[config.mk]
export PLATFORM = sky130hd
export DESIGN_NAME = saida_flat
export DESIGN_NICKNAME = d
export VERILOG_FILES = /design/src/rtl/cpmath_pkg.sv /design/src/rtl/saida_if.sv /design/src/rtl/hex7seg.sv /design/src/rtl/saida.sv /design/src/flat_wrapper.sv
export SDC_FILE = /design/constraint.sdc
export NUM_CORES = 1
export LEC_CHECK = 0
export BUFFER_PORTS_ARGS = -buffer_cell sky130_fd_sc_hd__buf_2
export CAP_MARGIN = 20
export CORE_MARGIN = 2
export CORE_UTILIZATION = 40
export DETAILED_ROUTE_END_ITERATION = 6
export PLACE_DENSITY = 0.66
export SYNTH_ARGS = -nofsm -noshare
export SYNTH_HDL_FRONTEND = slang
export SYNTH_SLANG_ARGS = --single-unit
[constraint.sdc]
create_clock -name clk -period 4.85 [get_ports clk]
set_clock_uncertainty 0.05 [all_clocks]
set_input_delay 0.97 -clock clk [delete_from_list [all_inputs] [get_ports clk]]
set_output_delay 0.97 -clock clk [all_outputs]
set_load 0.02 [all_outputs]
[src/rtl/cpmath_pkg.sv]
// Shared types and constants for the CPU I/O blocks: output-buffer FSM states
// and the hex-to-seven-segment lookup used by the board displays.
package cpmath_pkg;

    typedef enum logic {
        EMPTY = 1'b0,
        SHOW  = 1'b1
    } saida_state_t;

    // Active-low segments, bit 0 = a ... bit 6 = g; entry 15 first.
    localparam logic [15:0][6:0] HEX7SEG_LUT = {
        7'h0E, 7'h06, 7'h21, 7'h46,   // F E d C
        7'h03, 7'h08, 7'h10, 7'h00,   // b A 9 8
        7'h78, 7'h02, 7'h12, 7'h19,   // 7 6 5 4
        7'h30, 7'h24, 7'h79, 7'h40    // 3 2 1 0
    };

    function automatic logic [6:0] hex7seg_f(input logic [3:0] nibble);
        return HEX7SEG_LUT[nibble];
    endfunction

endpackage

[src/rtl/saida_if.sv]
// Bus between the CPU output strobe / user button and the output buffer,
// including the display-facing results.
interface saida_if #(
    parameter int DEPTH  = 16,
    parameter int DATA_W = 32
);
    localparam int CNT_W = $clog2(DEPTH) + 1;

    logic [DATA_W-1:0] _input;
    logic              write;
    logic              switchNext;
    logic [DATA_W-1:0] output_;
    logic [55:0]       segments;
    logic              haveData;
    logic              full;
    logic              overflow;
    logic [CNT_W-1:0]  count;

    modport master (
        output _input, write, switchNext,
        input  output_, segments, haveData, full, overflow, count
    );

    modport slave (
        input  _input, write, switchNext,
        output output_, segments, haveData, full, overflow, count
    );
endinterface

[src/rtl/hex7seg.sv]
// One hex digit to an active-low seven-segment pattern.
module hex7seg
    import cpmath_pkg::*;
(
    input  logic [3:0] nibble,
    output logic [6:0] seg
);

    assign seg = hex7seg_f(nibble);

endmodule

[src/rtl/saida.sv]
// CPU output buffer: in-order word queue whose head is shown on output_ and
// eight hex digits; a button rising edge steps to the next stored word.
module saida
    import cpmath_pkg::*;
#(
    parameter int DEPTH  = 16,
    parameter int DATA_W = 32
) (
    input  logic   clk,
    input  logic   reset,
    saida_if.slave bus
);

    localparam int PTR_W = $clog2(DEPTH);
    localparam int CNT_W = PTR_W + 1;

    saida_state_t      state_r, state_nxt_s;
    logic [DATA_W-1:0] mem_r [DEPTH];
    logic [PTR_W-1:0]  rd_r, rd_nxt_s, wr_r, wr_nxt_s, rd_inc_s;
    logic [CNT_W-1:0]  cnt_r, cnt_nxt_s;
    logic [DATA_W-1:0] out_r, out_nxt_s;
    logic              prev_r, full_r, full_nxt_s, ovf_r, ovf_nxt_s;
    logic              have_r, have_nxt_s;
    logic              pop_req_s, pop_s, wr_acc_s;
    logic [55:0]       seg_s;

    assign pop_req_s = bus.switchNext & ~prev_r;
    assign pop_s     = pop_req_s & (state_r == SHOW);
    // A full queue can still take a word when the head leaves in the same cycle.
    assign wr_acc_s  = bus.write & (~full_r | pop_s);
    assign rd_inc_s  = rd_r + PTR_W'(1);

    // Next-state, pointer, occupancy and displayed-word logic.
    always_comb begin
        state_nxt_s = state_r;
        out_nxt_s   = out_r;
        rd_nxt_s    = rd_r;
        wr_nxt_s    = wr_r;
        cnt_nxt_s   = cnt_r;
        ovf_nxt_s   = ovf_r;

        case (state_r)
            EMPTY: begin
                if (bus.write) begin
                    state_nxt_s = SHOW;
                    out_nxt_s   = bus._input;
                end else begin
                    state_nxt_s = EMPTY;
                end
            end
            SHOW: begin
                if (pop_s) begin
                    rd_nxt_s = rd_inc_s;
                    // With one word left, the next head is either today's write or nothing.
                    if (cnt_r == CNT_W'(1)) begin
                        if (wr_acc_s) begin
                            out_nxt_s = bus._input;
                        end else begin
                            out_nxt_s   = {DATA_W{1'b0}};
                            state_nxt_s = EMPTY;
                        end
                    end else begin
                        out_nxt_s = mem_r[rd_inc_s];
                    end
                end else begin
                    out_nxt_s = out_r;
                end
            end
            default: begin
                state_nxt_s = EMPTY;
                out_nxt_s   = {DATA_W{1'b0}};
            end
        endcase

        if (wr_acc_s) begin
            wr_nxt_s = wr_r + PTR_W'(1);
        end else begin
            wr_nxt_s = wr_r;
        end

        if (bus.write && !wr_acc_s) begin
            ovf_nxt_s = 1'b1;
        end else begin
            ovf_nxt_s = ovf_r;
        end

        case ({wr_acc_s, pop_s})
            2'b10:   cnt_nxt_s = cnt_r + CNT_W'(1);
            2'b01:   cnt_nxt_s = cnt_r - CNT_W'(1);
            default: cnt_nxt_s = cnt_r;
        endcase
    end

    assign full_nxt_s = (cnt_nxt_s == CNT_W'(DEPTH));
    assign have_nxt_s = (state_nxt_s == SHOW);

    // Control state and registered status outputs.
    always_ff @(posedge clk or negedge reset) begin
        if (!reset) begin
            state_r <= EMPTY;
            rd_r    <= {PTR_W{1'b0}};
            wr_r    <= {PTR_W{1'b0}};
            cnt_r   <= {CNT_W{1'b0}};
            out_r   <= {DATA_W{1'b0}};
            prev_r  <= 1'b0;
            full_r  <= 1'b0;
            ovf_r   <= 1'b0;
            have_r  <= 1'b0;
        end else begin
            state_r <= state_nxt_s;
            rd_r    <= rd_nxt_s;
            wr_r    <= wr_nxt_s;
            cnt_r   <= cnt_nxt_s;
            out_r   <= out_nxt_s;
            prev_r  <= bus.switchNext;
            full_r  <= full_nxt_s;
            ovf_r   <= ovf_nxt_s;
            have_r  <= have_nxt_s;
        end
    end

    // Queue storage; contents are irrelevant until written, so no reset.
    always_ff @(posedge clk) begin
        if (wr_acc_s) begin
            mem_r[wr_r] <= bus._input;
        end
    end

    for (genvar i = 0; i < 8; i++) begin : g_digit
        hex7seg u_hex7seg (
            .nibble (out_r[4*i +: 4]),
            .seg    (seg_s[7*i +: 7])
        );
    end

    assign bus.output_  = out_r;
    assign bus.segments = seg_s;
    assign bus.haveData = have_r;
    assign bus.full     = full_r;
    assign bus.overflow = ovf_r;
    assign bus.count    = cnt_r;

endmodule

[src/flat_wrapper.sv]
// flat-port wrapper written by rule: the top's interface ports become plain ports
module saida_flat import cpmath_pkg::*;
#(
    parameter int DEPTH  = 16,
    parameter int DATA_W = 32
)
  (clk, reset, bus__input, bus_write, bus_switchNext, bus_output_, bus_segments, bus_haveData, bus_full, bus_overflow, bus_count);
  saida_if #(.DEPTH(DEPTH), .DATA_W(DATA_W)) bus_i ();
  input  logic clk;
  input  logic reset;
  input wire logic [$bits(bus_i._input)-1:0] bus__input;
  input wire logic [$bits(bus_i.write)-1:0] bus_write;
  input wire logic [$bits(bus_i.switchNext)-1:0] bus_switchNext;
  output wire logic [$bits(bus_i.output_)-1:0] bus_output_;
  output wire logic [$bits(bus_i.segments)-1:0] bus_segments;
  output wire logic [$bits(bus_i.haveData)-1:0] bus_haveData;
  output wire logic [$bits(bus_i.full)-1:0] bus_full;
  output wire logic [$bits(bus_i.overflow)-1:0] bus_overflow;
  output wire logic [$bits(bus_i.count)-1:0] bus_count;
  assign bus_i._input = bus__input;
  assign bus_i.write = bus_write;
  assign bus_i.switchNext = bus_switchNext;
  assign bus_output_ = bus_i.output_;
  assign bus_segments = bus_i.segments;
  assign bus_haveData = bus_i.haveData;
  assign bus_full = bus_i.full;
  assign bus_overflow = bus_i.overflow;
  assign bus_count = bus_i.count;
  saida #(.DEPTH(DEPTH), .DATA_W(DATA_W)) u_core (.clk(clk), .reset(reset), .bus(bus_i));
endmodule
==> flow_summary_export.csv <==
group,metric,value,unit
timing,layout_min_cycle_time,3530,ps
timing,setup_slack,1320,ps
yosys,yosysWarnings,0,
timing,hold_viol,0,
setup_path,cp_max_fo,6,
detailed_routing,finalWirelength,55.7,mm
place,pre_cts_slack,1080,ps
yosys,synth_mux_area_frac,0.165,
grt,grt_max_degree,41,
cells_and_area,layout-drive-gt1-share,0.286,
grt,grt_pass1_vias,12938,
detailed_routing,vias,12753,
detailed_routing,wl_per_cell,24.7,um
cells_and_area,fillCellCount,4965,
timing,fin_hold_ws,318,ps
clock_tree,insertion_delay,600,ps
floorplanning,placementRows,89,
clock_tree,postCtsSetupRepairBufs,0,
power_and_ir_drop,power.total,18.8,mW
clock_tree,cts-root-buf,"clkbuf_16",
yosys,synthSimpleGateAreaFrac,0.0339,
detailed_routing,drc_errors,0,
floorplanning,die-width,249,um
clock_tree,cts_max_level,2,
yosys,synth_top_family_by_area,"multiplexers",
yosys,synth_top_area_frac,0.643,
setup_path,critical_path.slowest_cell,"dfrtp_1",
clock_tree,cts_resized,0,
yosys,syn_inst,1282,
status,status,"finished, final reports clean",
setup_path,cp.arrival,2510,ps
yosys,yosysMostFrequentCell,"edfxtp_1",
yosys,avgSynthCellArea,18.7,um^2
yosys,ys_top_cells_by_count,"512 x edfxtp_1, 108 x mux4_2, 71 x nand2_1",
run,maxCapViolCount,0,
detailed_routing,vias_per_cell,5.64,
setup_path,path_delay_family,"simple AND/OR/NAND/NOR gates",
timing,drv_slew,0,
setup_path,slowest_delay,480,ps
yosys,yosysUniqueCellTypes,49,
grt,antenna_found_initial,2,
setup_path,cp.required,3830,ps
detailed_routing,ant_nets,0,
clock_tree,clk_pin_slew_worst_paths,60,ps
grt,grt_util_all_layers,0.178,
clock_tree,tritoncts,"done",
timing,grt_setup_unrepaired,"no",
detailed_routing,first_pass_iters,5,
setup_path,cp-start-kind,"flip-flop",
timing,setup_viol,0,
grt,grt-ovfl-total,0,
place,dp.final_hpwl,33.5,mm
power_and_ir_drop,power_density,689,mW/mm^2
yosys,ys.flop_type,"edfxtp_1",
yosys,syn_nets,1376,
yosys,ys_ff_latch,561,
clock_tree,cts_buffers,56,
yosys,syn_area,0.0239,mm^2
floorplanning,core,0.0590,mm^2
grt,grt_pass1_wl,83.3,mm
floorplanning,die_area,0.0618,mm^2
yosys,async_flop_share,0.0873,
timing,fmax,284,MHz
power_and_ir_drop,p_leak,9.64,nW
yosys,synthXorXnorAreaFrac,0.00330,
yosys,synth_area_leaders,"edfxtp_1 64%, mux4_2 10%, dfrtp_1 5.1%, mux4_1 3.1%, ha_1 3.0%",
floorplanning,floorplan.initialDensity,0.405,
setup_path,cp.buffers_inverters,2,
floorplanning,die_y,249,um
clock_tree,cts_buffer_depth,3,
setup_path,end_kind,"primary output",
hold_path,hold_class,"in2async",
yosys,synth-edff-count,512,
timing,finalCritPeriodShare,0.727,
timing,tightest_slew,1100,ps
place,gp_congestion,0.791,
yosys,yosys.area.top_type,"edfxtp_1",
floorplanning,ios,132,
clock_tree,cts_sinks,561,
yosys,yosysSeqAreaShare,0.694,
cells_and_area,fin_cells,2260,
place,port_buffers,131,
power_and_ir_drop,ir_worst_vdd,0.000477,V
detailed_routing,first_iter_violations,1308,
setup_path,crit_path_cell_trace,"inv_1 > ha_1 > nor2b_1 > or3b_2 > o21ai_0 > buf_2",
setup_path,path_class,"reg2out",
cells_and_area,fin_nets,1533,
timing,slew_headroom,0.264,
cells_and_area,syn2layout_area_growth,14.4,%
timing,tns,0,ps
place,placed_cells,2154,
clock_tree,cts_hold_buf,0,
yosys,synth-adder-area-share,0.0303,
yosys,synth_compound_area_frac,0.0520,
[power by group]
part,total [mW],leakage [nW],internal (mW),switching [mW]
Combinational,8.10,3.60,3.68,4.42
Sequential,6.61,5.19,5.91,0.699
Clock,4.13,0.852,2.37,1.75
[cell type report]
cell class	count	area (um^2)	area share
clock buffer	83	1590	0.0583
tap	773	967	0.0354
antenna	1	2.50	0.0000915
timing repair buffer	169	991	0.0362
multi-input combinational	615	6890	0.252
clock inverter	22	164	0.00599
inverter	36	135	0.00494
sequential	561	16600	0.607
[metal layers]
metal | global-route usage | up-vias | wire length, um
met5 | 0 | - | 0
met4 | 0.0358 | 0 | 816
met3 | 0.0380 | 63 | 4050
met2 | 0.287 | 494 | 26400
met1 | 0.252 | 6692 | 24500
li1 | - | 5504 | -
[cells in the final DEF (no fill, tap or decap), types with 11 or more instances in the layout]
cell / Yosys / routed
mux4_1: 28 / 28
clkbuf_1: 31 / 19
a221o_1: 32 / 32
edfxtp_1: 512 / 512
buf_4: 1 / 34
nand2_1: 71 / 71
nor2b_1: 11 / 11
o22a_1: 15 / 15
mux2_2: 37 / 37
mux2i_1: 36 / 36
inv_1: 35 / 35
nor2_1: 50 / 49
mux4_2: 108 / 108
o21ai_0: 18 / 18
buf_2: 23 / 131
clkbuf_16: 0 / 57
clkinv_1: 1 / 11
a22o_1: 15 / 15
a2bb2oi_1: 17 / 17
ha_1: 58 / 57
a21oi_1: 40 / 39
and2_2: 0 / 16
dfrtp_1: 49 / 48
[final timing paths]
check / startpoint / end / slack, ps / cells past startpoint
worst max register to register: u_core.rd_r[0]$_DFFE_PN0P_ / u_core.bus.output_[5]$_DFFE_PN0P_ / 1470 / 7
min in group clk: u_core.rd_r[3]$_DFFE_PN0P_ / u_core.rd_r[3]$_DFFE_PN0P_ / 450 / 1
max in group asynchronous: reset / u_core.bus.output_[22]$_DFFE_PN0P_ / 3480 / 2
worst max-delay path: u_core.bus.output_[29]$_DFFE_PN0P_ / bus_segments[49] / 1320 / 6
worst min register to register: u_core.rd_r[3]$_DFFE_PN0P_ / u_core.rd_r[3]$_DFFE_PN0P_ / 450 / 1
worst min-delay path: reset / u_core.bus.count[3]$_DFF_PN0_ / 320 / 1
[stage by stage]
step                      instance area [um^2]   util
after CTS                                27300  0.463
after detailed placement                 25600  0.433
final                                    27300  0.463
after floorplan                          23900      -
after global routing                     27300  0.463
after global placement                   25600  0.433
[flip-flops by register name, summed over array words and instances (netlist names), 4 cells and up]
register,count
u_core.rd_r,4
u_core.wr_r,4
u_core.mem_r,512
u_core.bus.output_,32
u_core.bus.count,5
[kinds of logic after synthesis]
family                     count (synthesis)
and+or+nand+nor                          176
DFF                                      561
muxes                                    209
xor gates and xnor gates                   9
adders and majority gates                 58
AOI/OAI and AO/OA                        163
buffers and inverters                    106
No activity file was read; power rests on OpenSTA's default activity.
